`src/rtl/spi_master_ctrl.sv`:
```
// Serial link initiator: shifts a command frame out on mosi under ss_n and, for
// read-data commands, captures the slave's reply from miso after a turnaround.
module spi_master_ctrl #(
  parameter int unsigned FRAME_W    = 10,
  parameter int unsigned RD_W       = 8,
  parameter int unsigned TURNAROUND = 2,
  parameter int unsigned IDLE_GAP   = 1
) (
  input  logic               clk_i,
  input  logic               rst_ni,
  input  logic               cmd_valid_i,
  output logic               cmd_ready_o,
  input  logic [FRAME_W-1:0] cmd_data_i,
  output logic               ss_n_o,
  output logic               mosi_o,
  input  logic               miso_i,
  output logic               rd_valid_o,
  output logic [RD_W-1:0]    rd_data_o,
  output logic               busy_o
);

  localparam int unsigned Max1   = (FRAME_W > RD_W) ? FRAME_W : RD_W;
  localparam int unsigned Max2   = (Max1 > TURNAROUND) ? Max1 : TURNAROUND;
  localparam int unsigned CntMax = (Max2 > IDLE_GAP) ? Max2 : IDLE_GAP;
  localparam int unsigned CntW   = $clog2(CntMax + 1);

  localparam logic [CntW-1:0] LastBit  = CntW'(FRAME_W - 1);
  localparam logic [CntW-1:0] LastWait = CntW'(TURNAROUND - 1);
  localparam logic [CntW-1:0] LastRecv = CntW'(RD_W - 1);
  localparam logic [CntW-1:0] LastGap  = CntW'(IDLE_GAP - 1);

  localparam logic [2:0] StIdle   = 3'd0;
  localparam logic [2:0] StShift  = 3'd1;
  localparam logic [2:0] StWaitRd = 3'd2;
  localparam logic [2:0] StRecv   = 3'd3;
  localparam logic [2:0] StGap    = 3'd4;

  logic [2:0]         state_q, state_d;
  logic [CntW-1:0]    cnt_q, cnt_d;
  logic [FRAME_W-1:0] shreg_q, shreg_d;
  logic               is_rd_q, is_rd_d;
  logic [RD_W-2:0]    rx_q, rx_d;
  logic [RD_W-1:0]    rd_data_q, rd_data_d;
  logic               rd_valid_q, rd_valid_d;
  logic [RD_W-1:0]    rx_full;

  // Reply so far including the bit being sampled on this edge.
  assign rx_full = {rx_q, miso_i};

  always_comb begin
    state_d    = state_q;
    cnt_d      = cnt_q;
    shreg_d    = shreg_q;
    is_rd_d    = is_rd_q;
    rx_d       = rx_q;
    rd_data_d  = rd_data_q;
    rd_valid_d = 1'b0;
    case (state_q)
      StIdle: begin
        if (cmd_valid_i) begin
          shreg_d = cmd_data_i;
          is_rd_d = &cmd_data_i[FRAME_W-1:FRAME_W-2];
          cnt_d   = '0;
          state_d = StShift;
        end
      end
      StShift: begin
        shreg_d = {shreg_q[FRAME_W-2:0], 1'b0};
        if (cnt_q == LastBit) begin
          cnt_d   = '0;
          state_d = is_rd_q ? StWaitRd : StGap;
        end else begin
          cnt_d = cnt_q + CntW'(1);
        end
      end
      StWaitRd: begin
        if (cnt_q == LastWait) begin
          cnt_d   = '0;
          state_d = StRecv;
        end else begin
          cnt_d = cnt_q + CntW'(1);
        end
      end
      StRecv: begin
        rx_d = rx_full[RD_W-2:0];
        if (cnt_q == LastRecv) begin
          rd_data_d  = rx_full;
          rd_valid_d = 1'b1;
          cnt_d      = '0;
          state_d    = StGap;
        end else begin
          cnt_d = cnt_q + CntW'(1);
        end
      end
      StGap: begin
        if (cnt_q == LastGap) begin
          cnt_d   = '0;
          state_d = StIdle;
        end else begin
          cnt_d = cnt_q + CntW'(1);
        end
      end
      default: begin
        cnt_d   = '0;
        state_d = StIdle;
      end
    endcase
  end

  always_ff @(posedge clk_i) begin
    if (!rst_ni) begin
      state_q    <= StIdle;
      cnt_q      <= '0;
      shreg_q    <= '0;
      is_rd_q    <= 1'b0;
      rx_q       <= '0;
      rd_data_q  <= '0;
      rd_valid_q <= 1'b0;
    end else begin
      state_q    <= state_d;
      cnt_q      <= cnt_d;
      shreg_q    <= shreg_d;
      is_rd_q    <= is_rd_d;
      rx_q       <= rx_d;
      rd_data_q  <= rd_data_d;
      rd_valid_q <= rd_valid_d;
    end
  end

  // Outputs decode straight from the state register so reset takes effect at its edge.
  always_comb begin
    cmd_ready_o = (state_q == StIdle);
    busy_o      = (state_q != StIdle);
    ss_n_o      = !((state_q == StShift) || (state_q == StWaitRd) || (state_q == StRecv));
    mosi_o      = (state_q == StShift) & shreg_q[FRAME_W-1];
    rd_valid_o  = rd_valid_q;
    rd_data_o   = rd_data_q;
  end

endmodule

```
`config.mk`:
```
export PLATFORM = sky130hd
export DESIGN_NAME = spi_master_ctrl
export DESIGN_NICKNAME = d
export VERILOG_FILES = /design/src/rtl/spi_master_ctrl.sv
export SDC_FILE = /design/constraint.sdc
export NUM_CORES = 1
export LEC_CHECK = 0
export ABC_CLOCK_PERIOD_IN_PS = 1900
export BUFFER_PORTS_ARGS = -buffer_cell sky130_fd_sc_hd__buf_2
export CELL_PAD_IN_SITES_DETAIL_PLACEMENT = 0
export CELL_PAD_IN_SITES_GLOBAL_PLACEMENT = 1
export CORE_ASPECT_RATIO = 1.25
export CORE_UTILIZATION = 43
export CTS_BUF_LIST = sky130_fd_sc_hd__clkbuf_2 sky130_fd_sc_hd__clkbuf_4 sky130_fd_sc_hd__clkbuf_8
export DETAILED_ROUTE_END_ITERATION = 6
export HOLD_SLACK_MARGIN = 0.1
export PLACE_DENSITY_LB_ADDON = 0.1
export SKIP_CTS_REPAIR_TIMING = 1
export SYNTH_ARGS = -nofsm -noshare
export SYNTH_HDL_FRONTEND = slang
export SYNTH_SLANG_ARGS = --single-unit
```
`constraint.sdc`:
```
create_clock -name clk_i -period 1.9 [get_ports clk_i]
set_input_delay 0.38 -clock clk_i [delete_from_list [all_inputs] [get_ports clk_i]]
set_output_delay 0.38 -clock clk_i [all_outputs]
set_load 0.03 [all_outputs]
```
==> summary.txt, run 1 <==
HOLD PATH
--------------------------------------------------------------------------------
HP Class                                                            input pin to flop
Hold Path Depth                                                                3
Origin of the worst min-delay path                                        miso_i
Hold-critical path endpoint                                              rx_q[0]

CTS
--------------------------------------------------------------------------------
TritonCTS Buffers                                                              5
Clock latency at the later pin of the worst-skew pair                    0.28 ns
Clock-pin slew on the worst setup and hold paths                         0.07 ns
CTS Root Cell                                                           clkbuf_8
Deepest clock path buffer count                                                2
TritonCTS clock tree                                                         yes
Number of sinks on the clock net                                              34
Maximum level of the CTS H-tree                                                2

PWR
--------------------------------------------------------------------------------
Net Switching                                                           847.2 uW
Proportion of power drawn by combinational gates                           32.2%
Areal power density over the cells                                  1339 nW/um^2
Peak VDD IR                                                          0.0009721 V
Leak pwr                                                               0.8213 nW
Sequential cell fraction of total power                                    35.7%
Clk network pwr share                                                      32.1%
Sw Share                                                                  33.11%
Internal power contribution                                             1.711 mW

SYNTHESIS
--------------------------------------------------------------------------------
FF+latch count, synth                                                         34
Post-synthesis sequential area ratio                                      43.07%
Adder and majority cell fraction of the synthesized area                  2.375%
Post-synth EDFFs                                                               0
Post-synthesis cell count                                                    178
Area of the mapped netlist                                            1580 sq um
Top FF cell, synth                                                       dfxtp_1
Average cell area after synthesis                                    8.878 sq um
Synth unique cells                                                            43
Fraction of the mapped netlist area in compound gates                     15.91%
Proportion of synthesized area in mux cells                               5.067%
Synthesized-area fraction occupied by and/or/nand/nor cells               26.29%
Xor/xnor share of the synthesized area                                    2.217%
Largest family of logic cells by synthesized area                   simple AND/OR/NAND/NOR gates
Post-synthesis net count                                                     195
Yosys synthesis warning count                                                  0
Async set or reset register ratio after synthesis                             0%

DETAILED ROUTING
--------------------------------------------------------------------------------
Post-detailed-routing wire length                                        3241 um
ANT nets after route                                                           0
Iteration-0 DRC count of the detailed router                                  45
Routed vias/inst                                                           5.500
Total via count after detailed routing                                      1364
Drt first pass iters                                                           4
Final routed DRC violation total                                               0
Wire length per cell                                                    13.07 um

TIMING
--------------------------------------------------------------------------------
Final clock skew                                                     0.002942 ns
Worst-case hold slack                                                  0.3380 ns
Final worst-path setup slack                                           0.1187 ns
Number of hold violations in the final report                                  0
Share of the clock period used by the worst path after layout             93.75%
Shortest clock period the worst path allows after layout                1.781 ns
Setup TNS after final layout                                                0 ns
Peak Freq                                                              561.4 MHz
Transition time at the pin with the least slew margin                  0.5482 ns
Worst relative slew slack                                                 63.12%
Number of max-slew violations in the final report                              0
Count of endpoints failing setup in the final report                           0
RSZ-0062 raised after global routing                                       false

PLACED DESIGN
--------------------------------------------------------------------------------
Placed cell count                                                            240
Port bufs                                                                     26
Final weighted congestion in routability-driven placement                 0.7694
Worst-case setup slack after placement                                 0.1715 ns
HPWL after detailed placement                                            2357 um

CELLS AND AREA
--------------------------------------------------------------------------------
Commonest cells after routing, fill and taps aside                  dfxtp_1, buf_2, nand2_1, nor2_1, a21oi_1
Most common cell after layout, fill and taps aside                       dfxtp_1
Final net count                                                              225
Layout cells sized above 1                                                24.40%
Diodes inserted                                                                0
Layout Area Growth over Synthesis                                         20.90%
Core occupancy in the finished layout                                     54.38%
Final instance count without filler cells                                    248

FLOORPLANNING
--------------------------------------------------------------------------------
Total number of placement rows                                                24
Std-Cell Core Area                                                    3513 sq um
Die Area                                                              3923 sq um
X dimension of the die                                                  56.22 um
I/O Pins                                                                      27
Vert. Die Dim                                                           69.78 um
Starting density of the core                                              44.98%

SETUP PATH
--------------------------------------------------------------------------------
Depth of the worst register-to-register path                                   6
Worst path slowest cell                                                   or3b_1
Cells traversed along the worst timing path                         inv_1, ha_1, or3b_1, a32oi_2, and2_1, o32ai_1
Worst flop-to-flop path startpoint                                      cnt_q[0]
Required time worst endpoint                                             2.07 ns
Worst path arrival time                                                  1.95 ns
Critical path class                                                 flop to flop
Critical path's largest stage delay                                      0.37 ns
Terminus of the critical flop-to-flop path                            state_q[1]
Setup slack on the worst flop-to-flop path                               0.12 ns
Critical path startpoint category                                           flop
Worst-path maximum fanout                                                      5
Type of element capturing the critical path                                 flop

GLOBAL ROUTING
--------------------------------------------------------------------------------
Number of antenna violations at the first check in global routing              0
Maximum number of pins on one net before global-route repair                  22
Remaining global-route overflow                                                0
All-layer global routing usage                                            18.59%
Vias in the first global route                                              1274
Global-route wire length before repair                                   5595 um

RUN STATUS
--------------------------------------------------------------------------------
Run status                                                          finished clean

FLOW RUN
--------------------------------------------------------------------------------
MaxCap Viol Count                                                              0

-- worst max-delay path, delay by kind of cell, from the launching register on --
family,cells,cell delay [ns]
AO/OA/AOI/OAI,2,0.41
buffers and inverters,1,0.15
flip-flops,1,0.34
adder cells (fa/ha/maj),1,0.16
AND/OR/NAND/NOR,2,0.60
-- per-layer routing --
| metal | GRT usage, % | routed length, um | vias to the layer above |
|---|---|---|---|
| met3 | 3.358 | 76 | 9 |
| met5 | 0 | 0 | - |
| met2 | 30.29 | 1637 | 20 |
| met1 | 22.25 | 1434 | 648 |
| met4 | 11.92 | 93 | 0 |
| li1 | - | - | 687 |
-- through the flow --
stage,cell area [sq um],total power [mW]
after floorplan,1580,1.540
after global placement,1762,1.732
after detailed placement,1762,1.745
after CTS,1904,2.575
after global routing,1911,2.711
final,1911,2.558
-- power by group through the flow --
stage / logic [mW] / clock network, mW / registers, mW
2_1_floorplan: 0.652 / 0 / 0.887
3_3_place_gp: 0.813 / 0 / 0.919
3_5_place_dp: 0.819 / 0 / 0.926
4_1_cts: 0.822 / 0.842 / 0.911
5_1_grt: 0.916 / 0.870 / 0.925
6_report: 0.823 / 0.821 / 0.914
-- flip-flops by register name (all words and copies together), names as in the netlist --
signal,count
shreg_q,10
rd_data_o,8
rx_q,7
cnt_q,4
state_q,3
is_rd_q,1
rd_valid_o,1
-- logic make-up after synthesis --
logic type | Yosys count
AOI/OAI and AO/OA | 35
xor gates and xnor gates | 4
adders and majority gates | 3
buffers and inverters | 17
DFF | 34
muxes | 8
and+or+nand+nor | 77
-- worst max-delay path by stage --
stage | from | to | slack [ns] | cells after the start
3_3_place_gp | cnt_q[0] | state_q[1] | 0.23 | 6
6_report | cnt_q[0] | state_q[1] | 0.12 | 6
2_1_floorplan | state_q[1] | busy_o | 0.13 | 4
3_5_place_dp | cnt_q[0] | state_q[1] | 0.17 | 6
4_1_cts | state_q[1] | mosi_o | -0.02 | 4
5_1_grt | cnt_q[0] | state_q[1] | 0.03 | 6
-- area by class of cell --
cell class | count | area [sq um]
clock inverter | 2 | 60.06
sequential | 34 | 681.9
multi-input combinational | 127 | 824.5
timing repair buffer | 34 | 190.2
tap | 39 | 48.80
clock buffer | 6 | 82.58
inverter | 6 | 22.52
fill | 335 | 1603
-- synthesized netlist by cell type (2+ instances only) --
master    number  area share (%)
dfxtp_1       34              43
nand2_1       24             5.7
nor2_1        20             4.8
a21oi_1       14             4.4
nor3_1        10             3.2
mux2i_1        8             5.1
o221ai_1       6             3.3
inv_1          5             1.2
buf_2          4             1.3
clkbuf_1       4            0.95
a22oi_1        3             1.4
buf_4          3             1.4
ha_1           3             2.4
nand3_1        3            0.95
nor2b_1        3             1.2
a31oi_1        2            0.79
and2_1         2            0.79
nor3b_1        2            0.95
or4_1          2            0.95
xnor2_1        2             1.1
xor2_1         2             1.1
Note: power is estimated with default switching activity, not from simulation.
==> inputs of run 2 (changes only) <==
Settings changed: CORE_UTILIZATION 43 to 41, CTS_BUF_LIST sky130_fd_sc_hd__clkbuf_2 sky130_fd_sc_hd__clkbuf_4 sky130_fd_sc_hd__clkbuf_8 to unset.
==> summary.txt, run 2 (synthesis gave the netlist of run 1 again) <==
FLOORPLANNING
--------------------------------------------------------------------------------
Vert. Die Dim                                                           71.41 um
Starting density of the core                                              44.22%
Total number of placement rows                                                24
X dimension of the die                                                  57.53 um
I/O Pins                                                                      27
Die Area                                                              4108 sq um
Std-Cell Core Area                                                    3573 sq um

CELLS AND AREA
--------------------------------------------------------------------------------
Diodes inserted                                                                0
Core occupancy in the finished layout                                     53.15%
Final instance count without filler cells                                    247
Largest register by flop count                                           shreg_q
Final net count                                                              224
Fillcell total                                                               358
Layout Area Growth over Synthesis                                         20.19%
Layout cells sized above 1                                                24.52%
Commonest cells after routing, fill and taps aside                  dfxtp_1, buf_2, nand2_1, nor2_1, a21oi_1
Flip-flop count of the largest register after layout                          10
Most common cell after layout, fill and taps aside                       dfxtp_1

SETUP PATH
--------------------------------------------------------------------------------
Critical path class                                                 flop to output port
Critical path startpoint category                                           flop
Worst path arrival time                                                  1.42 ns
Required time worst endpoint                                             1.52 ns
Worst-path maximum fanout                                                     12
Type of element capturing the critical path                          output port

TIMING
--------------------------------------------------------------------------------
Shortest clock period the worst path allows after layout                1.798 ns
Transition time at the pin with the least slew margin                  0.6141 ns
Worst relative slew slack                                                 58.68%
Setup TNS after final layout                                                0 ns
Count of endpoints failing setup in the final report                           0
RSZ-0062 raised after global routing                                       false
Peak Freq                                                              556.1 MHz
Share of the clock period used by the worst path after layout             94.64%
Final clock skew                                                     0.003835 ns
Number of hold violations in the final report                                  0
Number of max-slew violations in the final report                              0

DETAILED ROUTING
--------------------------------------------------------------------------------
Wire length per cell                                                    13.85 um
Routed vias/inst                                                           5.498
Post-detailed-routing wire length                                        3422 um
Final routed DRC violation total                                               0
Total via count after detailed routing                                      1358
Drt first pass iters                                                           4
Iteration-0 DRC count of the detailed router                                  50
ANT nets after route                                                           0

FLOW RUN
--------------------------------------------------------------------------------
MaxCap Viol Count                                                              0

CTS
--------------------------------------------------------------------------------
Number of sinks on the clock net                                              34
CTS Root Cell                                                           clkbuf_8
Clock-pin slew on the worst setup and hold paths                         0.07 ns
TritonCTS clock tree                                                         yes
Deepest clock path buffer count                                                2
Maximum level of the CTS H-tree                                                2
Clock latency at the later pin of the worst-skew pair                    0.28 ns
TritonCTS Buffers                                                              5

PWR
--------------------------------------------------------------------------------
Areal power density over the cells                                  1327 nW/um^2
Leak pwr                                                               0.8122 nW
Total design power                                                      2.521 mW
Peak VDD IR                                                          0.0006882 V

GLOBAL ROUTING
--------------------------------------------------------------------------------
Vias in the first global route                                              1309
Remaining global-route overflow                                                0
Number of antenna violations at the first check in global routing              0
All-layer global routing usage                                            18.21%
Maximum number of pins on one net before global-route repair                  23
Global-route wire length before repair                                   5747 um

PLACED DESIGN
--------------------------------------------------------------------------------
Placed cell count                                                            239
HPWL after detailed placement                                            2475 um
Port bufs                                                                     26
Final weighted congestion in routability-driven placement                 0.8015

RUN STATUS
--------------------------------------------------------------------------------
Run status                                                          finished clean

HOLD PATH
--------------------------------------------------------------------------------
HP Class                                                            input pin to flop

## run 2: cell count changes in the layout (fill, tap and decap cells not counted)
cell      before  now
clkinv_4       0    1
dfxtp_2        1    2
buf_4          8    7
dfxtp_1       33   32
clkbuf_8       6    5
## run 2: cell type report
type | instances | area (sq um) | area share (%)
flip-flops and latches | 34 | 683.2 | 35.97
repair buffers | 33 | 182.7 | 9.618
multi-input cells | 127 | 824.5 | 43.41
clock buffers | 5 | 68.82 | 3.623
clock inverters | 3 | 68.82 | 3.623
inverters | 6 | 22.52 | 1.186
well taps | 39 | 48.80 | 2.569
## run 2: metrics by stage
| stage | worst slack, ns | hold slack, ns | instance area, sq um |
|---|---|---|---|
| global placement | 0.2213 | 0.4411 | 1754 |
| CTS | -0.008449 | 0.3265 | 1892 |
| detailed placement | 0.1837 | 0.4434 | 1754 |
| floorplan | 0.1329 | 0.4273 | 1580 |
| finish | 0.1019 | 0.3347 | 1899 |
| global route | 0.02899 | 0.3552 | 1899 |
## run 2: final timing paths
| path | end | from | slack (ns) | cells past startpoint |
|---|---|---|---|---|
| setup / recovery | ss_n_o | state_q[0] | 0.10 | 4 |
| hold / removal | shreg_q[0] | cmd_data_i[0] | 0.33 | 3 |
| setup reg to reg | state_q[1] | cnt_q[0] | 0.17 | 6 |
| hold reg to reg | is_rd_q | is_rd_q | 0.45 | 2 |
## run 2: routing by layer
layer  up-vias  global-route usage (%)  part of all wire [%]
li1        686                       -                     -
met4         0                   7.317                  0.96
met2        23                   32.82                    53
met1       645                   20.62                    43
met3         4                   3.791                   3.0
met5         -                       0                     0
## run 2: where the power goes
part	internal (mW)	switching, mW
registers	0.818	0.0851
clock network	0.526	0.273
logic	0.318	0.501
## run 2: worst max-delay path, cell delays in order, from the launching register on
cell and delay, ns:
dfxtp_1 0.36, buf_4 0.22, nor2_1 0.10, or2_2 0.28, buf_2 0.18
